$ cat src/rtl/pipeline_pkg.sv
// Shared pipeline constants: opcodes, widths, writeback control states and
// the writes_reg decode used by writeback and forwarding.
package pipeline_pkg;

   localparam int REG_INDEX_BIT_WIDTH = 4;
   localparam int BITWIDTH            = 32;
   localparam int OPCODE_WIDTH        = 4;

   localparam logic [OPCODE_WIDTH-1:0] OP_NOP    = 4'b0000;
   localparam logic [OPCODE_WIDTH-1:0] OP_LW     = 4'b0001;
   localparam logic [OPCODE_WIDTH-1:0] OP_BRANCH = 4'b0010;
   localparam logic [OPCODE_WIDTH-1:0] OP_SW     = 4'b0011;
   localparam logic [OPCODE_WIDTH-1:0] OP_ADD    = 4'b1100;

   typedef enum logic {
      WRITE_PENDING = 1'b0,
      WRITTEN       = 1'b1
   } wb_state_t;

   function automatic logic writes_reg(input logic [OPCODE_WIDTH-1:0] op);
      return !((op == OP_NOP) || (op == OP_BRANCH) || (op == OP_SW));
   endfunction

endpackage

$ cat src/rtl/wb_data_select.sv
// Writeback value mux: load data for LW, ALU result for everything else.
// Shared with the MEM-stage forwarding path.
module wb_data_select #(
   parameter int BITWIDTH     = 32,
   parameter int OPCODE_WIDTH = 4
) (
   input  logic [OPCODE_WIDTH-1:0] opcode,
   input  logic [BITWIDTH-1:0]     alu_result,
   input  logic [BITWIDTH-1:0]     load_data,
   output logic [BITWIDTH-1:0]     wb_value
);
   import pipeline_pkg::*;

   assign wb_value = (opcode == OP_LW) ? load_data : alu_result;

endmodule

$ cat src/rtl/wb_stage.sv
// MEM/WB pipeline register with writeback select, hold/bubble control and a
// single-shot register-file write. Optional retire counter: WB_RETIRE_CNT_EN.
module wb_stage #(
   parameter int REG_INDEX_BIT_WIDTH = pipeline_pkg::REG_INDEX_BIT_WIDTH,
   parameter int BITWIDTH            = pipeline_pkg::BITWIDTH,
   parameter int OPCODE_WIDTH        = pipeline_pkg::OPCODE_WIDTH
) (
   input  logic                           clk,
   input  logic                           rst_n,
   input  logic                           mem_valid,
   input  logic [OPCODE_WIDTH-1:0]        mem_opcode,
   input  logic [REG_INDEX_BIT_WIDTH-1:0] mem_index,
   input  logic [BITWIDTH-1:0]            mem_alu_result,
   input  logic [BITWIDTH-1:0]            mem_load_data,
   input  logic                           stall,
   input  logic                           flush,
   output logic                           wb_valid,
   output logic [OPCODE_WIDTH-1:0]        wb_opcode,
   output logic [REG_INDEX_BIT_WIDTH-1:0] wb_index,
   output logic [BITWIDTH-1:0]            wb_data,
   output logic                           rf_we,
   output logic [REG_INDEX_BIT_WIDTH-1:0] rf_waddr,
   output logic [BITWIDTH-1:0]            rf_wdata
`ifdef WB_RETIRE_CNT_EN
   ,
   output logic [31:0]                    retire_count
`endif
);
   import pipeline_pkg::*;

   wb_state_t             state;
   wb_state_t             state_next;
   logic [BITWIDTH-1:0]   select_data;

   wb_data_select #(
      .BITWIDTH     (BITWIDTH),
      .OPCODE_WIDTH (OPCODE_WIDTH)
   ) u_data_select (
      .opcode     (mem_opcode),
      .alu_result (mem_alu_result),
      .load_data  (mem_load_data),
      .wb_value   (select_data)
   );

   // Flush and an invalid MEM slot both produce the same all-zero bubble.
   always_ff @(posedge clk or negedge rst_n) begin
      if (!rst_n) begin
         wb_valid  <= 1'b0;
         wb_opcode <= '0;
         wb_index  <= '0;
         wb_data   <= '0;
      end else if (flush || (!stall && !mem_valid)) begin
         wb_valid  <= 1'b0;
         wb_opcode <= '0;
         wb_index  <= '0;
         wb_data   <= '0;
      end else if (!stall) begin
         wb_valid  <= 1'b1;
         wb_opcode <= mem_opcode;
         wb_index  <= mem_index;
         wb_data   <= select_data;
      end
   end

   always_ff @(posedge clk or negedge rst_n) begin
      if (!rst_n) begin
         state <= WRITE_PENDING;
      end else begin
         state <= state_next;
      end
   end

   // Once the held instruction has written, suppress rf_we until WB reloads.
   always_comb begin
      state_next = state;
      if (flush) begin
         state_next = WRITE_PENDING;
      end else if (stall) begin
         if (rf_we) begin
            state_next = WRITTEN;
         end
      end else begin
         state_next = WRITE_PENDING;
      end
   end

   assign rf_we    = wb_valid & writes_reg(wb_opcode) & (state == WRITE_PENDING)
                   & (wb_index != '0);
   assign rf_waddr = wb_index;
   assign rf_wdata = wb_data;

`ifdef WB_RETIRE_CNT_EN
   // An instruction retires whenever WB is not held, even if a flush follows it.
   always_ff @(posedge clk or negedge rst_n) begin
      if (!rst_n) begin
         retire_count <= '0;
      end else if (wb_valid && !stall) begin
         retire_count <= retire_count + 32'd1;
      end
   end
`else
   // No retire counter in this build.
`endif

endmodule
$ cat config.mk
export PLATFORM = sky130hd
export DESIGN_NAME = wb_stage
export DESIGN_NICKNAME = d
export VERILOG_FILES = /design/src/rtl/pipeline_pkg.sv /design/src/rtl/wb_data_select.sv /design/src/rtl/wb_stage.sv
export SDC_FILE = /design/constraint.sdc
export NUM_CORES = 1
export LEC_CHECK = 0
export ABC_AREA = 0
export BUFFER_PORTS_ARGS = -buffer_cell sky130_fd_sc_hd__buf_4
export CORE_ASPECT_RATIO = 2
export CORE_UTILIZATION = 44
export CTS_CLUSTER_DIAMETER = 50
export DETAILED_ROUTE_END_ITERATION = 12
export PLACE_DENSITY_LB_ADDON = 0.2
export SYNTH_ARGS = -nofsm -noshare
export SYNTH_HDL_FRONTEND = slang
export SYNTH_SLANG_ARGS = --single-unit
$ cat constraint.sdc
create_clock -name clk -period 2.4 [get_ports clk]
set_clock_uncertainty 0.2 [all_clocks]
set_input_delay 0.48 -clock clk [delete_from_list [all_inputs] [get_ports clk]]
set_output_delay 0.48 -clock clk [all_outputs]
set_load 0.05 [all_outputs]
==> flow_metrics.env, run 1 <==
export IMPL_status="complete, no violations"
export IMPL_clk_pin_slew_worst_paths_ps=70
export IMPL_first_pass_iters=4
export IMPL_grt_max_degree=43
export IMPL_synth_top_cell_by_area="dfrtp_1"
export IMPL_synth_edf_count=0
export IMPL_final_max_slew_viol_count=0
export IMPL_antenna_found_initial=0
export IMPL_finish_utilization=0.6906
export IMPL_grt_pass1_vias=1845
export IMPL_worstMarginPinSlew_ps=530.5
export IMPL_relSlewSlack=0.6463
export IMPL_reg2reg_depth=2
export IMPL_die_area_mm2=0.005215
export IMPL_critPathMaxFanout=4
export IMPL_antenna_left=0
export IMPL_rsz0062_at_grt="no"
export IMPL_r2r_start="rf_waddr[1]$_DFFE_PN0P_"
export IMPL_clk_latency_ps=280
export IMPL_rows=35
export IMPL_yosysSeqAreaShare=0.4861
export IMPL_synthTopCellsByCount="dfrtp_1 (42), buf_4 (36), nand2_1 (35), mux2i_1 (32), o21ai_1 (28)"
export IMPL_via_count=1901
export IMPL_postCtsResizedCells=0
export IMPL_end_kind="output port"
export IMPL_ys_warn_count=0
export IMPL_nFillCells=416
export IMPL_routabilityCongestion=0.8272
export IMPL_antenna_cells=0
export IMPL_yosysMostFrequentCell="dfrtp_1"
export IMPL_h_tree_depth=2
export IMPL_tns_ps=0
export IMPL_synth_cell_types=20
export IMPL_hold_viol_final=0
export IMPL_cts_tree="done"
export IMPL_cts_made_buffers=5
export IMPL_synth_area_top_cells="dfrtp_1 (49%), mux2i_1 (15%), buf_4 (13%), o21ai_1 (6.5%), nand2_1 (6.1%)"
export IMPL_area_growth_syn_to_layout_pct=48.26
export IMPL_p_leak_uw=0.001654
export IMPL_cp_required_ps=1720
export IMPL_drtIter0Drc=12
export IMPL_grt_ovfl_total=0
export IMPL_grt_use_total=0.2125
export IMPL_power_share_clock=0.272
export IMPL_dp_cells=373
export IMPL_port_buffers=154
export IMPL_fin_ws_ps=286.1
export IMPL_wirelength_um=5453
export IMPL_rrSetupSlack_ps=1060
export IMPL_synth_area_per_cell_um2=10.39
export IMPL_synth_main_ff_cell="dfrtp_1"
export IMPL_yosysTopAreaCellShare=0.4861
export IMPL_drive_gt1_frac=0.5229
export IMPL_die_w_um=51.57
export IMPL_holdPathEnd="rf_waddr[3]$_DFFE_PN0P_"
export IMPL_post_route_drc_count=0
export IMPL_p_switching_uw=538.5
export IMPL_multi_input_area_um2=778.2
export IMPL_clock_sinks=42
export IMPL_sw_frac_of_total=0.3192
export IMPL_syn_inst=208
export IMPL_vias_per_cell=4.976
export IMPL_power_frac_comb=0.278
export IMPL_period_needed_ps=2114
export IMPL_worstHoldStart="mem_index[3]"
export IMPL_cp_slowest_cell="nor4_1"
export IMPL_place_ws_ps=509.9
export IMPL_maxCapViolCount=0
export IMPL_async_flop_share=1.000
export IMPL_p_int_uw=1148
export IMPL_fin_cells=382
export IMPL_syn_nets=285
export IMPL_power_density_mw_per_mm2=526.2
export IMPL_finalPower_uw=1687
export IMPL_r2r_end="state$_DFFE_PN0P_"
export IMPL_pin_count=155
export IMPL_cp_startpoint="rf_waddr[1]$_DFFE_PN0P_"
export IMPL_start_util=0.4658
export IMPL_fp_dieH_um=101.1
export IMPL_path_class="reg -> out"
export IMPL_dp_hpwl_um=4136
export IMPL_p_seq_frac=0.450
export IMPL_wl_per_cell_um=14.27
export IMPL_worstPathArrival_ps=1430
export IMPL_min_path_type="in -> reg"
export IMPL_hold_depth=2
export IMPL_max_freq_mhz=473.1
export IMPL_worstPathCellList="nor4_1 > nor3_2 > buf_4"
export IMPL_ys_seq_elements=42
export IMPL_critical_path_startpoint_type="flip-flop"
export IMPL_grt_pass1_wl_um=8176
export IMPL_nets=403
export IMPL_clockBufferDepth=2
export IMPL_coreArea_mm2=0.004642
export IMPL_register_area_mm2=0.001051
export IMPL_period_share=0.8808
export IMPL_ctsRootBufferMaster="clkbuf_8"
export IMPL_ir_worst_vdd_mv=0.4040
export IMPL_max_stage_delay_ps=470
export IMPL_finalSetupViolations=0
export IMPL_syn_area_mm2=0.002162
[logic make-up (layout without fill, tap and decap cells)]
logic type | Yosys count | after routing | synth area share
AO/OA/AOI/OAI | 42 | 42 | 0.1181
buffers and inverters | 50 | 169 | 0.1597
flip-flops | 42 | 42 | 0.4861
multiplexers | 32 | 32 | 0.1481
AND/OR/NAND/NOR | 42 | 42 | 0.08796
[cell usage in the layout (no fill, tap or decap), drive strengths merged]
| cell type | count |
|---|---|
| clkbuf | 7 |
| nor4 | 1 |
| nor3 | 1 |
| o21ai | 32 |
| inv | 2 |
| o41ai | 1 |
| nand2 | 35 |
| nand3 | 1 |
| mux2i | 32 |
| dlygate4sd3 | 1 |
| and3 | 1 |
| nor2b | 2 |
| clkinv | 1 |
| dfrtp | 42 |
| o31ai | 1 |
| a22o | 8 |
| buf | 158 |
| nor4b | 1 |
[per-layer routing]
metal / vias to the layer above / track usage / share of wire / wire [um]
met4: 0 / 0.09356 / 0.025 / 137
met1: 898 / 0.2153 / 0.34 / 1837
met5: - / 0 / 0 / 0
met3: 12 / 0.04505 / 0.060 / 329
li1: 906 / - / - / -
met2: 85 / 0.3986 / 0.58 / 3148
[per-stage QoR]
stage | area, um2 | hold WS (ps)
global route | 3206 | 206.4
finish | 3206 | 214.4
detailed placement | 3104 | 293.3
floorplan | 2167 | -15.59
global placement | 3104 | 276.1
CTS | 3206 | 206.3
[registers in the layout, summed over array words and instances, names as in the netlist]
| signal | flops |
|---|---|
| rf_wdata | 32 |
| state | 1 |
| rf_waddr | 4 |
| wb_valid | 1 |
| wb_opcode | 4 |
[layout make-up]
class	count	share of cell area
Clock buffer	7	0.02693
Clock inverter	1	0.001561
Inverter	2	0.002342
Multi-Input combinational cell	116	0.2428
Sequential cell	42	0.3279
Tap cell	55	0.02147
Timing Repair Buffer	159	0.3770
[power by group through the flow]
stage	sequential, uW	clock (uW)	combinational (uW)
after floorplan	865	0	197
after global placement	772	0	467
after detailed placement	773	0	472
after CTS	760	476	473
after global routing	763	500	493
final	759	459	468
[repair_timing]
item / CTS / global route
setup buffers: 0 / 0
hold buffers: 1 / 0
hold endpoints to repair: 42 / 0
[worst max path at each step]
| stage | slack [ps] | to |
|---|---|---|
| after floorplan | 130 | rf_we |
| after global placement | 540 | rf_wdata[17]$_DFFE_PN0P_ |
| after detailed placement | 510 | rf_wdata[20]$_DFFE_PN0P_ |
| after CTS | 260 | rf_we |
| after global routing | 190 | rf_we |
| final | 290 | rf_we |
[worst max-delay path: cells and delay by family (launching register included)]
| family | cells | cell delay (ps) |
|---|---|---|
| flip-flops | 1 | 410 |
| AND/OR/NAND/NOR | 2 | 530 |
| buffers and inverters | 1 | 200 |
Power figures use the tool's default switching activity.
==> inputs of run 2 (changes only) <==
--- a/config.mk
+++ b/config.mk
@@ -12,6 +12,7 @@
 export CTS_CLUSTER_DIAMETER = 50
 export DETAILED_ROUTE_END_ITERATION = 12
 export PLACE_DENSITY_LB_ADDON = 0.2
+export RECOVER_POWER = 50
 export SYNTH_ARGS = -nofsm -noshare
 export SYNTH_HDL_FRONTEND = slang
 export SYNTH_SLANG_ARGS = --single-unit
==> run 2 against run 1 <==
Count of clock-buffer cells in the layout stayed put. Largest cell class unchanged. First-iteration DRC count is 25% lower. Utilization is 2.1 points lower. Clock power hardly changed. Critical path depth stayed put. Combinational power is 3% lower. Critical path type unchanged. Setup slack worse by 0.99 ps.
==> flow_metrics.env, run 2 (same netlist as run 1, synthesis figures left out) <==
export IMPL_status="complete, no violations"
export IMPL_path_class="reg -> out"
export IMPL_grt_ovfl_total=0
export IMPL_vias_per_cell=4.987
export IMPL_cp_top_family="simple AND/OR/NAND/NOR gates"
export IMPL_power_share_clock=0.274
export IMPL_antenna_left=0
export IMPL_clockBufferDepth=2
export IMPL_first_pass_iters=3
export IMPL_rsz0062_at_grt="no"
export IMPL_p_switching_uw=536.6
export IMPL_p_int_uw=1132
export IMPL_grt_pass1_vias=1845
export IMPL_cp_required_ps=1720
export IMPL_power_density_mw_per_mm2=537.2
export IMPL_antenna_cells=0
export IMPL_coreArea_mm2=0.004642
export IMPL_worstPathArrival_ps=1430
export IMPL_p_seq_frac=0.455
export IMPL_crit_buf_inv=1
export IMPL_maxCapViolCount=0
export IMPL_grt_pass1_wl_um=8176
export IMPL_wl_per_cell_um=14.32
export IMPL_clk_pin_slew_worst_paths_ps=70
export IMPL_rows=35
export IMPL_post_route_drc_count=0
export IMPL_pin_count=155
export IMPL_ctsRootBufferMaster="clkbuf_8"
export IMPL_sw_frac_of_total=0.3216
export IMPL_place_ws_ps=509.9
export IMPL_period_share=0.8812
export IMPL_clk_latency_ps=280
export IMPL_tns_ps=0
export IMPL_h_tree_depth=2
export IMPL_period_needed_ps=2115
export IMPL_max_stage_delay_ps=470
export IMPL_wirelength_um=5469
export IMPL_cts_made_buffers=5
export IMPL_fin_ws_ps=285.1
export IMPL_final_cell_mix="buf_4 (130), dfrtp_1 (42), nand2_1 (35)"
export IMPL_area_growth_syn_to_layout_pct=43.69
export IMPL_nets=403
export IMPL_drtIter0Drc=9
export IMPL_min_path_type="in -> reg"
export IMPL_critPathMaxFanout=4
export IMPL_fp_dieH_um=101.1
export IMPL_grt_use_total=0.2125
export IMPL_whs_ps=214.4
export IMPL_final_common_cell="buf_4"
export IMPL_power_frac_comb=0.271
export IMPL_grt_max_degree=43
export IMPL_critical_path_startpoint_type="flip-flop"
export IMPL_die_area_mm2=0.005215
export IMPL_routabilityCongestion=0.8272
export IMPL_clock_sinks=42
export IMPL_drive_gt1_frac=0.4465
export IMPL_worstMarginPinSlew_ps=1041
export IMPL_relSlewSlack=0.3060
export IMPL_dp_hpwl_um=4136
export IMPL_end_kind="output port"
export IMPL_die_w_um=51.57
export IMPL_worstPathCellList="nor4_1 > nor3_2 > buf_4"
export IMPL_port_buffers=154
export IMPL_via_count=1905
export IMPL_final_max_slew_viol_count=0
export IMPL_max_freq_mhz=472.8
export IMPL_cts_tree="done"
export IMPL_finish_utilization=0.6693
export IMPL_largest_register_ffs=32
export IMPL_ir_worst_vdd_mv=0.4003
export IMPL_cp_slowest_cell="nor4_1"
export IMPL_p_leak_uw=0.001550
export IMPL_start_util=0.4658
export IMPL_hold_viol_final=0
export IMPL_antenna_found_initial=0
export IMPL_finalSetupViolations=0
## run 2: path summary, 6_finish.rpt
check	from	endpoint	slack [ps]	cells past startpoint
hold reg to reg	rf_wdata[11]$_DFFE_PN0P_	rf_wdata[11]$_DFFE_PN0P_	310	2
hold / removal	mem_index[3]	rf_waddr[3]$_DFFE_PN0P_	210	2
min in group asynchronous	rst_n	rf_waddr[1]$_DFFE_PN0P_	710	2
setup / recovery	rf_waddr[1]$_DFFE_PN0P_	rf_we	290	3
setup reg to reg	rf_waddr[1]$_DFFE_PN0P_	state$_DFFE_PN0P_	1060	2
max in group asynchronous	rst_n	rf_wdata[4]$_DFFE_PN0P_	640	2
## run 2: cell type report
cell class	instances	area (um2)
tap	55	68.82
clock inverter	1	5.005
multi-input combinational	116	778.2
fill	437	1535
timing repair buffer	159	1110
sequential	42	1051
inverter	2	7.507
clock buffer	7	86.33
## run 2: routing by layer
metal  vias up  wire length [um]  global-route usage
met5         -                 0                   0
li1        907                 -                   -
met3        12               318             0.04505
met4         0               137             0.09356
met1       903              1884              0.2153
met2        83              3129              0.3986
## run 2: metrics by stage
stage / instance area, um2 / std cells / power, uW
2_1_floorplan: 2167 / 208 / 1062
3_3_place_gp: 3104 / 373 / 1239
3_5_place_dp: 3104 / 373 / 1245
4_1_cts: 3206 / 382 / 1709
5_1_grt: 3107 / 382 / 1739
6_report: 3107 / 382 / 1669
## run 2: timing repair
item / CTS / global route
gates resized for setup: 0 / 0
endpoints found under the hold margin: 42 / 0
setup buffers: 0 / 0
hold buffers: 1 / 0
## run 2: power by group through the flow
stage | Clock, uW | Combinational [uW] | Sequential [uW]
floorplan | 0 | 197 | 865
global placement | 0 | 467 | 772
detailed placement | 0 | 472 | 773
CTS | 476 | 473 | 760
global route | 500 | 477 | 763
finish | 458 | 452 | 759
==> inputs of run 3 (changes only) <==
--- a/config.mk
+++ b/config.mk
@@ -8,11 +8,12 @@
 export ABC_AREA = 0
 export BUFFER_PORTS_ARGS = -buffer_cell sky130_fd_sc_hd__buf_4
 export CORE_ASPECT_RATIO = 2
-export CORE_UTILIZATION = 44
+export CORE_UTILIZATION = 45
 export CTS_CLUSTER_DIAMETER = 50
 export DETAILED_ROUTE_END_ITERATION = 12
 export PLACE_DENSITY_LB_ADDON = 0.2
 export RECOVER_POWER = 50
 export SYNTH_ARGS = -nofsm -noshare
 export SYNTH_HDL_FRONTEND = slang
+export SYNTH_HIERARCHICAL = 1
 export SYNTH_SLANG_ARGS = --single-unit
==> run 3 against run 2 <==
Synthesized cell count down 17%. Die area up 3.0%. Largest power group unchanged. Register-to-register slack worse by 20 ps. Largest cell class unchanged. Routed wire length up 3.8%. Hold slack worse by 17 ps. Setup slack worse by 76 ps. Total power up 2.3%. Utilization down 2.6 points. Cell count down 8.4%. Synthesized area up 5.4%. Clock power up 4.8%. Non-clock buffer count up 1.
==> flow_metrics.env, run 3 <==
export IMPL_final_common_cell="buf_4"
export IMPL_maxCapViolCount=0
export IMPL_syn_inst=173
export IMPL_drtIter0Drc=32
export IMPL_grt_pass1_vias=1794
export IMPL_crit_path_frequent_cell="buf_4"
export IMPL_cp_top_family="flip-flops"
export IMPL_die_w_um=52.33
export IMPL_vias_per_cell=5.171
export IMPL_placed_area_mm2=0.003149
export IMPL_nets=369
export IMPL_period_share=0.9129
export IMPL_coreArea_mm2=0.004865
export IMPL_multi_input_area_um2=809.5
export IMPL_relSlewSlack=0.03001
export IMPL_wl_per_cell_um=16.23
export IMPL_start_util=0.4686
export IMPL_clock_sinks=42
export IMPL_period_needed_ps=2191
export IMPL_die_area_mm2=0.005372
export IMPL_finalSetupViolations=0
export IMPL_antenna_cells=0
export IMPL_dp_cells=341
export IMPL_antenna_left=0
export IMPL_cts_made_buffers=5
export IMPL_synth_main_ff_cell="dfrtp_1"
export IMPL_synth_area_top_cells="dfrtp_1 (46%), a22o_1 (15%), mux2_2 (15%), buf_4 (12%), buf_6 (4.0%)"
export IMPL_max_freq_mhz=456.4
export IMPL_ctsRootBufferMaster="clkbuf_8"
export IMPL_cts_tree="done"
export IMPL_clk_pin_slew_worst_paths_ps=80
export IMPL_drive_gt1_frac=0.5768
export IMPL_via_count=1810
export IMPL_fp_dieH_um=102.7
export IMPL_synth_xor_area_frac=0
export IMPL_p_leak_uw=0.001611
export IMPL_critPathMaxFanout=4
export IMPL_nFillCells=439
export IMPL_synthAdderAreaFrac=0
export IMPL_ys_warn_count=6
export IMPL_synth_edf_count=0
export IMPL_area_growth_syn_to_layout_pct=37.21
export IMPL_grt_pass1_wl_um=8418
export IMPL_cts_setup_buffers=0
export IMPL_final_cell_mix="buf_4 (127), dfrtp_1 (42), a22o_1 (40)"
export IMPL_largest_register_ffs=32
export IMPL_worstPathCellList="nor4_1 > buf_4 > nor3_2 > buf_4"
export IMPL_yosysTopAreaCellShare=0.4610
export IMPL_cp_required_ps=1720
export IMPL_routabilityCongestion=0.7423
export IMPL_register_area_mm2=0.001051
export IMPL_grt_ovfl_total=0
export IMPL_end_kind="output port"
export IMPL_rows=36
export IMPL_port_buffers=154
export IMPL_path_class="reg -> out"
export IMPL_synth_cell_types=17
export IMPL_synthTopCellsByCount="dfrtp_1 (42), a22o_1 (40), buf_4 (36), mux2_2 (30), buf_6 (8)"
export IMPL_wirelength_um=5679
export IMPL_cp_slowest_cell="dfrtp_1"
export IMPL_final_max_slew_viol_count=0
export IMPL_whs_ps=197.1
export IMPL_first_pass_iters=5
export IMPL_cts_hold_buf=1
export IMPL_synth_compound_area_frac=0.1641
export IMPL_ys_seq_elements=42
export IMPL_max_stage_delay_ps=420
export IMPL_post_route_drc_count=0
export IMPL_h_tree_depth=2
export IMPL_synth_area_per_cell_um2=13.18
export IMPL_clockBufferDepth=2
export IMPL_fin_area_mm2=0.003128
export IMPL_syn_nets=250
export IMPL_dp_hpwl_um=4173
export IMPL_ir_worst_vdd_mv=0.4307
export IMPL_min_path_type="in -> reg"
export IMPL_power_density_mw_per_mm2=545.6
export IMPL_synth_top_family_by_area="buffers and inverters"
export IMPL_syn_area_mm2=0.002280
export IMPL_critical_path_startpoint_type="flip-flop"
export IMPL_grt_use_total=0.2155
export IMPL_tns_ps=0
export IMPL_pin_count=155
export IMPL_async_flop_share=1.000
export IMPL_synth_mux_area_frac=0.1581
export IMPL_status="complete, no violations"
export IMPL_worstPathArrival_ps=1510
export IMPL_clk_latency_ps=300
export IMPL_fin_cells=350
export IMPL_antenna_found_initial=0
export IMPL_synth_simple_area_share=0.03074
export IMPL_worstMarginPinSlew_ps=1452
export IMPL_crit_buf_inv=2
export IMPL_rsz0062_at_grt="no"
export IMPL_hold_viol_final=0
export IMPL_postCtsResizedCells=0
export IMPL_yosysSeqAreaShare=0.4610
export IMPL_synth_top_cell_by_area="dfrtp_1"
export IMPL_finalPower_uw=1707
export IMPL_yosysMostFrequentCell="dfrtp_1"
export IMPL_grt_max_degree=43
==> run 3: routing by layer <==
metal | track usage | share of wire | vias to the layer above
li1 | - | - | 834
met1 | 0.2265 | 0.34 | 871
met2 | 0.3885 | 0.56 | 94
met3 | 0.05162 | 0.073 | 11
met4 | 0.09919 | 0.019 | 0
met5 | 0 | 0 | -
==> run 3: per-stage QoR <==
stage / worst slack (ps) / utilization
finish: 209.0 / 0.6430
detailed placement: 153.5 / 0.6474
global placement: 209.3 / 0.6474
floorplan: 134.8 / -
CTS: 159.2 / 0.6682
global route: 109.4 / 0.6430
==> run 3: path summary, 6_finish.rpt <==
kind,startpoint,end,slack (ps),cells past startpoint
setup / recovery,rf_waddr[1]$_DFFE_PN0P_,rf_we,210,4
hold / removal,mem_index[1],rf_waddr[1]$_DFFE_PN0P_,200,2
setup reg to reg,rf_waddr[1]$_DFFE_PN0P_,state$_DFFE_PN0P_,1040,3
hold reg to reg,state$_DFFE_PN0P_,state$_DFFE_PN0P_,310,2
max in group asynchronous,rst_n,rf_waddr[3]$_DFFE_PN0P_,670,2
min in group asynchronous,rst_n,rf_wdata[14]$_DFFE_PN0P_,690,2
==> run 3: cell families after synthesis <==
logic type	Yosys count
AOI/OAI and AO/OA	43
muxes	32
and+or+nand+nor	7
buffers and inverters	49
DFF	42
==> run 3: final cells by class <==
cell class                      instances  area share
Timing Repair Buffer                  160      0.3520
Tap cell                               57     0.02280
Clock inverter                          1    0.001600
Clock buffer                            7     0.02760
Sequential cell                        42      0.3360
Inverter                                1    0.001200
Multi-Input combinational cell         82      0.2588
==> run 3: power breakdown <==
| group | internal [uW] | switching (uW) | leakage (uW) |
|---|---|---|---|
| combinational | 184 | 284 | 0.000990 |
| sequential | 734 | 24.2 | 0.000573 |
| clock | 232 | 247 | 0.0000482 |
